**src/rtl/cmp_pkg.sv**
```systemverilog
// Shared definitions for the sequential magnitude comparator.
//   state_t : FSM state encodings (ST_IDLE, ST_CMP)
//   res_t   : result vector {lt, eq, gt}; RES_* are the legal codes
//   res_of  : maps a chunk's lt/gt outcome onto a result code
package cmp_pkg;

  typedef enum logic {
    ST_IDLE = 1'b0,
    ST_CMP  = 1'b1
  } state_t;

  typedef logic [2:0] res_t;

  localparam res_t RES_NONE = 3'b000;
  localparam res_t RES_LT   = 3'b100;
  localparam res_t RES_EQ   = 3'b010;
  localparam res_t RES_GT   = 3'b001;

  function automatic res_t res_of(input logic lt, input logic gt);
    if (lt)      return RES_LT;
    else if (gt) return RES_GT;
    else         return RES_EQ;
  endfunction

endpackage

```
**src/rtl/seq_mag_comparator_if.sv**
```systemverilog
// Request/result bundle of seq_mag_comparator.
//   start   : compare request
//   A, B    : operands, WIDTH bits
//   busy    : compare in progress
//   done    : one-cycle pulse when L/E/G update
//   L, E, G : A<B, A==B, A>B, held until the next done
// The master drives start/A/B; the slave (the comparator) drives the rest.
interface seq_mag_comparator_if #(
  parameter int WIDTH = 8
);

  logic             start;
  logic [WIDTH-1:0] A;
  logic [WIDTH-1:0] B;
  logic             busy;
  logic             done;
  logic             L;
  logic             E;
  logic             G;

  modport master (
    output start, A, B,
    input  busy, done, L, E, G
  );

  modport slave (
    input  start, A, B,
    output busy, done, L, E, G
  );

endinterface

```
**src/rtl/cmp_chunk.sv**
```systemverilog
// Combinational CHUNK-bit unsigned magnitude comparator.
//   a, b   : CHUNK-bit slices to compare
//   lt     : a < b
//   eq     : a == b
//   gt     : a > b
// Exactly one output is high for any input pair.
module cmp_chunk #(
  parameter int CHUNK = 2
) (
  input  logic [CHUNK-1:0] a,
  input  logic [CHUNK-1:0] b,
  output logic             lt,
  output logic             eq,
  output logic             gt
);

  assign lt = (a <  b);
  assign eq = (a == b);
  assign gt = (a >  b);

endmodule

```
**src/rtl/seq_mag_comparator.sv**
```systemverilog
// Multi-cycle magnitude comparator: walks two WIDTH-bit operands MSB-first,
// CHUNK bits per clock, and reports L/E/G on registered outputs.
//
// Ports
//   clk   : clock, rising edge
//   rst_n : asynchronous active-low reset
//   bus   : seq_mag_comparator_if.slave (start, A, B in; busy, done, L, E, G out)
//
// Parameters
//   WIDTH  : operand width, integer multiple of CHUNK
//   CHUNK  : bits compared per cycle, 1..WIDTH
//   SIGNED : 0 = unsigned, 1 = two's-complement compare
//
// Build option
//   CMP_EARLY_EXIT_EN : when defined, the compare finishes on the first
//                       differing chunk instead of always walking NCHUNK chunks.
//
// state   | meaning
// --------+---------------------------------------------------------------
// ST_IDLE | waiting for start; L/E/G hold the last result
// ST_CMP  | one chunk per cycle from the shift registers; busy=1
module seq_mag_comparator
  import cmp_pkg::*;
#(
  parameter int WIDTH  = 8,
  parameter int CHUNK  = 2,
  parameter int SIGNED = 0
) (
  input  logic                  clk,
  input  logic                  rst_n,
  seq_mag_comparator_if.slave   bus
);

  localparam int NCHUNK = WIDTH / CHUNK;
  localparam int CW     = $clog2(NCHUNK + 1);

  // Flipping both MSBs maps two's-complement ordering onto unsigned ordering.
  localparam logic [WIDTH-1:0] SIGN_MASK =
    (SIGNED != 0) ? (WIDTH'(1) << (WIDTH - 1)) : '0;

  state_t           state;
  state_t           state_nx;

  logic [WIDTH-1:0] sh_a;
  logic [WIDTH-1:0] sh_b;
  logic [CW-1:0]    cnt;
  logic             decided;
  res_t             dec_res;
  res_t             res;
  logic             done_q;

  logic             c_lt;
  logic             c_eq;
  logic             c_gt;
  res_t             chunk_res;
  res_t             final_res;
  logic             last_chunk;
  logic             exit_now;

  logic             load;
  logic             step;
  logic             finish;

  cmp_chunk #(
    .CHUNK (CHUNK)
  ) u_chunk (
    .a  (sh_a[WIDTH-1 -: CHUNK]),
    .b  (sh_b[WIDTH-1 -: CHUNK]),
    .lt (c_lt),
    .eq (c_eq),
    .gt (c_gt)
  );

  assign chunk_res  = res_of(c_lt, c_gt);
  assign last_chunk = (cnt == CW'(1));

  // An earlier differing chunk always wins; otherwise the current chunk
  // decides, and equality falls out when no chunk ever differed.
  assign final_res  = decided ? dec_res : chunk_res;

`ifdef CMP_EARLY_EXIT_EN
  assign exit_now = last_chunk || (!decided && !c_eq);
`else
  assign exit_now = last_chunk;
`endif

  always_ff @(posedge clk or negedge rst_n) begin
    if (!rst_n) begin
      state <= ST_IDLE;
    end else begin
      state <= state_nx;
    end
  end

  always_comb begin
    state_nx = state;
    load     = 1'b0;
    step     = 1'b0;
    finish   = 1'b0;
    case (state)
      ST_IDLE: begin
        if (bus.start) begin
          load     = 1'b1;
          state_nx = ST_CMP;
        end
      end
      ST_CMP: begin
        step = 1'b1;
        if (exit_now) begin
          finish   = 1'b1;
          state_nx = ST_IDLE;
        end
      end
      default: begin
        state_nx = ST_IDLE;
      end
    endcase
  end

  always_ff @(posedge clk or negedge rst_n) begin
    if (!rst_n) begin
      sh_a    <= '0;
      sh_b    <= '0;
      cnt     <= '0;
      decided <= 1'b0;
      dec_res <= RES_NONE;
      res     <= RES_NONE;
      done_q  <= 1'b0;
    end else begin
      done_q <= finish;
      if (load) begin
        sh_a    <= bus.A ^ SIGN_MASK;
        sh_b    <= bus.B ^ SIGN_MASK;
        cnt     <= CW'(NCHUNK);
        decided <= 1'b0;
        dec_res <= RES_NONE;
      end else if (step) begin
        sh_a <= sh_a << CHUNK;
        sh_b <= sh_b << CHUNK;
        cnt  <= cnt - CW'(1);
        if (!decided && !c_eq) begin
          decided <= 1'b1;
          dec_res <= chunk_res;
        end
      end
      if (finish) begin
        res <= final_res;
      end
    end
  end

  // busy decodes the state flop directly, so it is still a registered output.
  assign bus.busy = (state == ST_CMP);
  assign bus.done = done_q;
  assign bus.L    = res[2];
  assign bus.E    = res[1];
  assign bus.G    = res[0];

endmodule

```
**src/flat_wrapper.sv**
```systemverilog
// flat-port wrapper written by rule: the top's interface ports become plain ports
module seq_mag_comparator_flat import cmp_pkg::*;
#(
  parameter int WIDTH  = 8,
  parameter int CHUNK  = 2,
  parameter int SIGNED = 0
)
  (clk, rst_n, bus_start, bus_A, bus_B, bus_busy, bus_done, bus_L, bus_E, bus_G);
  seq_mag_comparator_if #(.WIDTH(WIDTH)) bus_i ();
  input  logic clk;
  input  logic rst_n;
  input wire logic [$bits(bus_i.start)-1:0] bus_start;
  input wire logic [$bits(bus_i.A)-1:0] bus_A;
  input wire logic [$bits(bus_i.B)-1:0] bus_B;
  output wire logic [$bits(bus_i.busy)-1:0] bus_busy;
  output wire logic [$bits(bus_i.done)-1:0] bus_done;
  output wire logic [$bits(bus_i.L)-1:0] bus_L;
  output wire logic [$bits(bus_i.E)-1:0] bus_E;
  output wire logic [$bits(bus_i.G)-1:0] bus_G;
  assign bus_i.start = bus_start;
  assign bus_i.A = bus_A;
  assign bus_i.B = bus_B;
  assign bus_busy = bus_i.busy;
  assign bus_done = bus_i.done;
  assign bus_L = bus_i.L;
  assign bus_E = bus_i.E;
  assign bus_G = bus_i.G;
  seq_mag_comparator #(.WIDTH(WIDTH), .CHUNK(CHUNK), .SIGNED(SIGNED)) u_core (.clk(clk), .rst_n(rst_n), .bus(bus_i));
endmodule
```
**config.mk**
```make
export PLATFORM = sky130hd
export DESIGN_NAME = seq_mag_comparator_flat
export DESIGN_NICKNAME = d
export VERILOG_FILES = /design/src/rtl/cmp_pkg.sv /design/src/rtl/seq_mag_comparator_if.sv /design/src/rtl/cmp_chunk.sv /design/src/rtl/seq_mag_comparator.sv /design/src/flat_wrapper.sv
export SDC_FILE = /design/constraint.sdc
export NUM_CORES = 1
export LEC_CHECK = 0
export BUFFER_PORTS_ARGS = -buffer_cell sky130_fd_sc_hd__buf_2
export CORE_ASPECT_RATIO = 1.4
export CORE_MARGIN = 2
export CORE_UTILIZATION = 44
export CTS_CLUSTER_DIAMETER = 30
export CTS_CLUSTER_SIZE = 16
export DETAILED_ROUTE_END_ITERATION = 10
export GPL_TIMING_DRIVEN = 0
export PLACE_DENSITY = 0.65
export SKIP_LAST_GASP = 1
export SYNTH_ARGS = -nofsm -noshare
export SYNTH_HDL_FRONTEND = slang
export SYNTH_SLANG_ARGS = --single-unit
```
**constraint.sdc**
```tcl
create_clock -name clk -period 1.3 [get_ports clk]
set_input_delay 0.195 -clock clk [delete_from_list [all_inputs] [get_ports clk]]
set_output_delay 0.195 -clock clk [all_outputs]
set_load 0.05 [all_outputs]
```
==> flow_summary_export.csv, run 1 <==
group,metric,value,unit
clock_tree,clockBufferDepth,2,
floorplanning,start_util,46.0,%
sta,setup_ws,-20.8,ps
sta,clock_skew,7.01,ps
logic_synthesis,syn_nets,145,
layout,fin_nets,177,
layout,syn2layout_area_growth,22.9,%
sta,hold_violations,0,
clock_tree,cts_buffers,3,
global_route,grt_antenna_before_repair,0,
layout,drive_gt1_share,32.0,%
outcome,violations,"setup timing",
placed_design,port_buffers,23,
logic_synthesis,syn_avg_cell_area,10.9,um2
placed_design,dp_hpwl,1830,um
floorplanning,ios,24,
global_route,grt_pass1_wl,4800,um
layout,n_fill_cell,262,
power_and_ir_drop,power.internal,0.00205,W
logic_synthesis,yosys_warnings,0,
logic_synthesis,synth.most_common_cell,"dfrtp_1",
power_and_ir_drop,seq_power_share,39.0,%
route,wirelength,2610,um
route,drc,0,
route,vias_per_cell,5.13,
floorplanning,fp.coreArea,2880,um2
sta,fin_crit,1320,ps
sta,relSlewSlack,59.1,%
sta,drv_slew,0,
route,antenna_left,0,
sta,timing.fmax,0.757,GHz
power_and_ir_drop,power.leakage,0.788,nW
sta,setup_viol_count_final,2,
worst_setup_path,arrival,1550,ps
worst_setup_path,crit_path_max_fanout,4,
floorplanning,fp.dieW,50.4,um
worst_setup_path,crit_path_end_kind,"register",
clock_tree,cts.reportedPaths.clkPinSlew,100,ps
logic_synthesis,synth_seq_area_share,52.9,%
power_and_ir_drop,p_clk_share,16.0,%
worst_setup_path,r2r_cells,5,
worst_setup_path,crit_type,"reg2reg",
logic_synthesis,async_flop_share,100,%
clock_tree,clkLatencyLatePin,280,ps
global_route,grt_overflow,0,
route,first_iter_violations,14,
global_route,grt_max_degree,29,
logic_synthesis,ys_seq_elements,28,
clock_tree,cts_root_buf,"clkbuf_8",
worst_setup_path,timing.rr.start,"u_core.sh_b[7]$_DFFE_PN0P_",
logic_synthesis,yosysTopAreaCell,"dfrtp_1",
logic_synthesis,netlist_area,1330,um2
worst_setup_path,start_kind,"register",
power_and_ir_drop,ir_worst_vdd,1070,uV
logic_synthesis,synth_commonest_cells,"28 x dfrtp_1, 19 x nand2_1, 16 x mux2i_1",
floorplanning,die-area,3470,um2
sta,rsz0062_at_grt,"yes",
floorplanning,rows,23,
layout,antenna_cells,0,
floorplanning,chipHeight,68.9,um
route,via_count,975,
placed_design,dp_worst_setup_slack,-104,ps
layout,fin_cells,190,
logic_synthesis,syn_inst,122,
power_and_ir_drop,combinationalPowerShare,45.0,%
logic_synthesis,synth_edf_count,0,
outcome,outcome,"complete, but fails checks",
global_route,grt_pass1_vias,1080,
worst_setup_path,crit_end,"u_core.res[2]$_DFFE_PN0P_",
flow_run,cap_violations,0,
clock_tree,cts_tree,"done",
worst_setup_path,startpoint,"u_core.sh_b[7]$_DFFE_PN0P_",
global_route,gr-usage-all-layers,18.4,%
worst_setup_path,cp.required,1530,ps
logic_synthesis,netlist_top_cells_area,"dfrtp_1 53%, mux2i_1 12%, nand2_1 5.4%, ha_1 3.8%, o21ai_0 3.8%",
clock_tree,h-tree-depth,1,
power_and_ir_drop,power.net_switching,0.00140,W
placed_design,place.gp.congestion,0.732,
hold_path,hold_class,"in2reg",
route,drt_first_pass_iters,4,
placed_design,dp_cells,182,
worst_setup_path,reg2reg_to,"u_core.res[2]$_DFFE_PN0P_",
logic_synthesis,synth_top_cell_area_share,52.9,%
route,wl_per_cell,13.7,um
power_and_ir_drop,power,0.00345,W
sta,tightest_slew,613,ps
power_and_ir_drop,p_per_area,2120,nW/um2
power_and_ir_drop,switching_share,40.5,%
logic_synthesis,synth.distinct_cells,32,
sta,min_period_over_period,102,%
worst_setup_path,worst-r2r-setup-slack,-20,ps
logic_synthesis,synth-main-ff-cell,"dfrtp_1",
clock_tree,cts.sinks,28,
## worst min-delay path by stage
stage                                 endpoint  slack (ps)     start  depth (start not counted)
floorplan            u_core.bus.busy$_DFF_PN0_        -100     rst_n                          0
detailed placement   u_core.res[1]$_DFFE_PN0P_         260     rst_n                          1
finish              u_core.sh_b[0]$_DFFE_PN0P_         160  bus_B[0]                          3
CTS                 u_core.sh_a[0]$_DFFE_PN0P_         160  bus_A[0]                          3
global placement     u_core.res[2]$_DFFE_PN0P_         240     rst_n                          1
global route        u_core.sh_a[1]$_DFFE_PN0P_         190  bus_A[1]                          3
## through the flow
stage	instance area [um2]	TNS (ps)	hold WS, ps	utilization, %
3_5_place_dp	1490	-420	257	51.7
6_report	1630	-36.0	157	56.6
2_1_floorplan	1330	0	-101	-
3_3_place_gp	1490	-268	243	51.7
5_1_grt	1630	-431	189	56.6
4_1_cts	1600	-11.4	159	55.6
## power by group through the flow
stage | combinational [W] | sequential [W] | clock (W)
global route | 0.00174 | 0.00138 | 0.000586
floorplan | 0.000824 | 0.00158 | 0
global placement | 0.00136 | 0.00134 | 0
finish | 0.00155 | 0.00134 | 0.000550
detailed placement | 0.00140 | 0.00135 | 0
CTS | 0.00150 | 0.00134 | 0.000558
## worst max-delay path, stage by stage, from the launching register on
cell      delay (ps)
dfrtp_1          400
inv_2             70
ha_4             220
and2b_2          230
o311ai_2         210
o21a_1           150
## kinds of logic after synthesis
kind of cell | share of synthesized area [%]
and+or+nand+nor | 11.0
DFF | 52.9
buffers and inverters | 5.76
xor gates and xnor gates | 0.661
AOI/OAI and AO/OA | 12.9
adders and majority gates | 3.78
muxes | 12.9
## repair_timing
action | 4_1_cts | 5_1_grt
endpoints found under the setup margin | 6 | 6
gates resized for setup | 4 | 6
pin swaps | 1 | 3
hold endpoints to repair | 28 | 0
hold buffers | 1 | 0
setup buffers | 2 | 1
## routing by layer
layer  GRT usage, %  share of wire (%)  up-vias
met5              0                  0        -
met4           7.09                1.6        0
met3           2.37                3.6        5
met2           35.2                 51       24
met1           20.6                 44      465
li1               -                  -      481
## state kept, by name, summed over array words and instances, names as in the netlist
signal / flops
u_core.bus.busy: 1
u_core.bus.done: 1
u_core.cnt: 3
u_core.dec_res: 3
u_core.decided: 1
u_core.res: 3
u_core.sh_a: 8
u_core.sh_b: 8
## area by class of cell
cell class              instances  area (um2)  area share, %
flip-flops and latches         28         702           43.1
multi-input cells              82         601           36.9
repair buffers                 27         148           9.07
plain buffers                   7        57.6           3.54
clock buffers                   4        55.1           3.38
well taps                      37        46.3           2.84
inverters                       5        18.8           1.15
## cells in the final DEF, fill, tap and decap left out, drive strengths merged
master	n
a31oi	2
o21ai	14
or2b	1
inv	5
and3b	1
nor3	1
dlygate4sd3	1
nand2	19
clkbuf	5
o2bb2ai	1
xnor2	1
and3	1
mux2i	16
a22o	1
o31ai	1
dfrtp	28
o2111ai	1
mux2	1
a2bb2oi	1
buf	32
ha	4
nand2b	1
o21a	1
o311ai	1
nor2	9
a31o	1
a21oi	2
and2b	1
Note: power is estimated with default switching activity, not from simulation.
==> inputs of run 2 (changes only) <==
- REMOVE_ABC_BUFFERS: default -> 1
==> run 2 against run 1 <==
The run still ends with setup timing left. Hold slack better by 5.1 ps. Power increased by 2.3%. Clock-buffer cell count fell by 1. Global-route usage shrank 2.6 points. Clock skew fell by 0.80 ps. First-iteration DRC count rose by 79%. Combinational power shrank 6%. Sequential power increased by 4%. Clock power is 23% higher. Maximum frequency rose by 0.40%. Utilization down 1.2 points. Sequential share of layout area increased by 1.1 points. Largest power group unchanged.
==> flow_summary_export.csv, run 2 (same netlist as run 1, synthesis figures left out) <==
group,metric,value,unit
global_route,met3_usage,2.16,%
layout,antenna_cells,0,
clock_tree,cts.reportedPaths.clkPinSlew,100,ps
worst_setup_path,crit_type,"reg2reg",
power_and_ir_drop,ir_worst_vdd,1350,uV
floorplanning,fp.dieW,50.4,um
global_route,grt_max_degree,29,
placed_design,port_buffers,23,
floorplanning,ios,24,
floorplanning,start_util,46.0,%
layout,syn2layout_area_growth,20.3,%
sta,rsz0062_at_grt,"yes",
power_and_ir_drop,power.leakage,0.766,nW
global_route,gr-usage-all-layers,15.8,%
sta,tightest_slew,611,ps
worst_setup_path,crit_slowest_cell,"dfrtp_1",
global_route,grt_pass1_vias,940,
route,via_count,936,
worst_setup_path,cpPeakStageDelay,400,ps
worst_setup_path,start_kind,"register",
global_route,grt_antenna_before_repair,0,
sta,min_period_over_period,101,%
global_route,met1_usage,19.1,%
outcome,outcome,"complete, but fails checks",
global_route,grt_pass1_wl,4100,um
clock_tree,clockBufferDepth,2,
clock_tree,h-tree-depth,1,
worst_setup_path,crit_path_end_kind,"register",
outcome,violations,"setup timing",
route,wl_per_cell,13.3,um
layout,drive_gt1_share,29.9,%
route,first_iter_violations,25,
clock_tree,cts_root_buf,"clkbuf_8",
hold_path,whs_path_depth,3,
route,antenna_left,0,
flow_run,cap_violations,0,
route,drt_first_pass_iters,3,
worst_setup_path,crit_path_max_fanout,4,
clock_tree,cts_tree,"done",
sta,drv_slew,0,
clock_tree,cts_buffers,3,
hold_path,hold_class,"in2reg",
layout,n_fill_cell,260,
floorplanning,chipHeight,68.9,um
sta,finalHoldWorstSlack,162,ps
sta,hold_violations,0,
global_route,grt_overflow,0,
layout,reg_top3,"u_core.sh_a x8, u_core.sh_b x8",
worst_setup_path,worst-r2r-setup-slack,-20,ps
sta,timing.fmax,0.760,GHz
sta,setup_ws,-15.5,ps
floorplanning,rows,23,
worst_setup_path,arrival,1530,ps
floorplanning,die-area,3470,um2
route,wirelength,2440,um
worst_setup_path,r2r_cells,5,
placed_design,place.gp.congestion,0.814,
placed_design,dp_hpwl,1520,um
global_route,busiest_layer,"met2",
global_route,grt_use_met2,27.5,%
route,vias_per_cell,5.09,
layout,fin_nets,171,
power_and_ir_drop,power,0.00352,W
clock_tree,cts.sinks,28,
sta,fin_crit,1320,ps
worst_setup_path,crit_path_cell_trace,"inv_2 > ha_4 > and2b_2 > o311ai_2 > o21a_1",
floorplanning,fp.coreArea,2880,um2
route,drc,0,
sta,finalSetupTns,-15.7,ps
sta,relSlewSlack,59.2,%
worst_setup_path,cp.required,1520,ps
power_and_ir_drop,p_per_area,2210,nW/um2
clock_tree,clkLatencyLatePin,270,ps
layout,layout_commonest_cell,"dfrtp_1",
sta,setup_viol_count_final,2,
sta,clock_skew,6.21,ps
layout,final_cell_mix,"27 x dfrtp_1, 22 x buf_2, 18 x nand2_1",
[run 2: area by class of cell]
type	instances	area [um2]	share of cell area, %
flip-flops and latches	28	704	44.2
multi-input cells	82	592	37.1
repair buffers	28	161	10.1
well taps	37	46.3	2.90
clock buffers	3	41.3	2.59
clock inverters	1	30.0	1.88
inverters	5	18.8	1.18
[run 2: power breakdown]
group / internal, W / switching [W] / total [W]
logic: 0.000588 / 0.000858 / 0.00145
clock network: 0.000412 / 0.000267 / 0.000679
registers: 0.00117 / 0.000232 / 0.00140
total: 0.00217 / 0.00136 / 0.00352
[run 2: through the flow]
stage	utilization [%]	area (um2)	worst slack, ps	cells
6_report	55.4	1590	-15.5	184
5_1_grt	55.4	1590	-60.1	184
4_1_cts	55.0	1580	-21.6	183
3_5_place_dp	49.7	1430	-632	175
3_3_place_gp	49.7	1430	-619	175
2_1_floorplan	-	1270	-614	115
[run 2: repair_timing]
item                                    CTS  global route
endpoints found under the setup margin   29             7
hold endpoints to repair                 28             0
resized for setup                        10             2
pin swaps                                 2             1
buffers inserted                          3             1
hold buffers                              1             0
[run 2: worst paths after layout]
kind | endpoint | startpoint
setup / recovery | u_core.res[2]$_DFFE_PN0P_ | u_core.sh_b[7]$_DFFE_PN0P_
hold / removal | u_core.sh_a[1]$_DFFE_PN0P_ | bus_A[1]
setup reg to reg | u_core.res[2]$_DFFE_PN0P_ | u_core.sh_b[7]$_DFFE_PN0P_
hold reg to reg | u_core.res[2]$_DFFE_PN0P_ | u_core.res[2]$_DFFE_PN0P_
max in group asynchronous | u_core.bus.busy$_DFF_PN0_ | rst_n
min in group asynchronous | u_core.sh_a[2]$_DFFE_PN0P_ | rst_n
[run 2: layer usage]
metal  vias to the layer above  routed length, um
met2                        20               1210
met5                         -                  0
met1                       446               1090
met4                         0                 46
met3                         4                 89
li1                        466                  -
[run 2: worst max-delay path, delay by kind of cell (launching register included)]
family / cells / cell delay, ps
buffers and inverters: 1 / 70
AOI/OAI and AO/OA: 2 / 360
adders and majority gates: 1 / 220
and+or+nand+nor: 1 / 230
DFF: 1 / 400
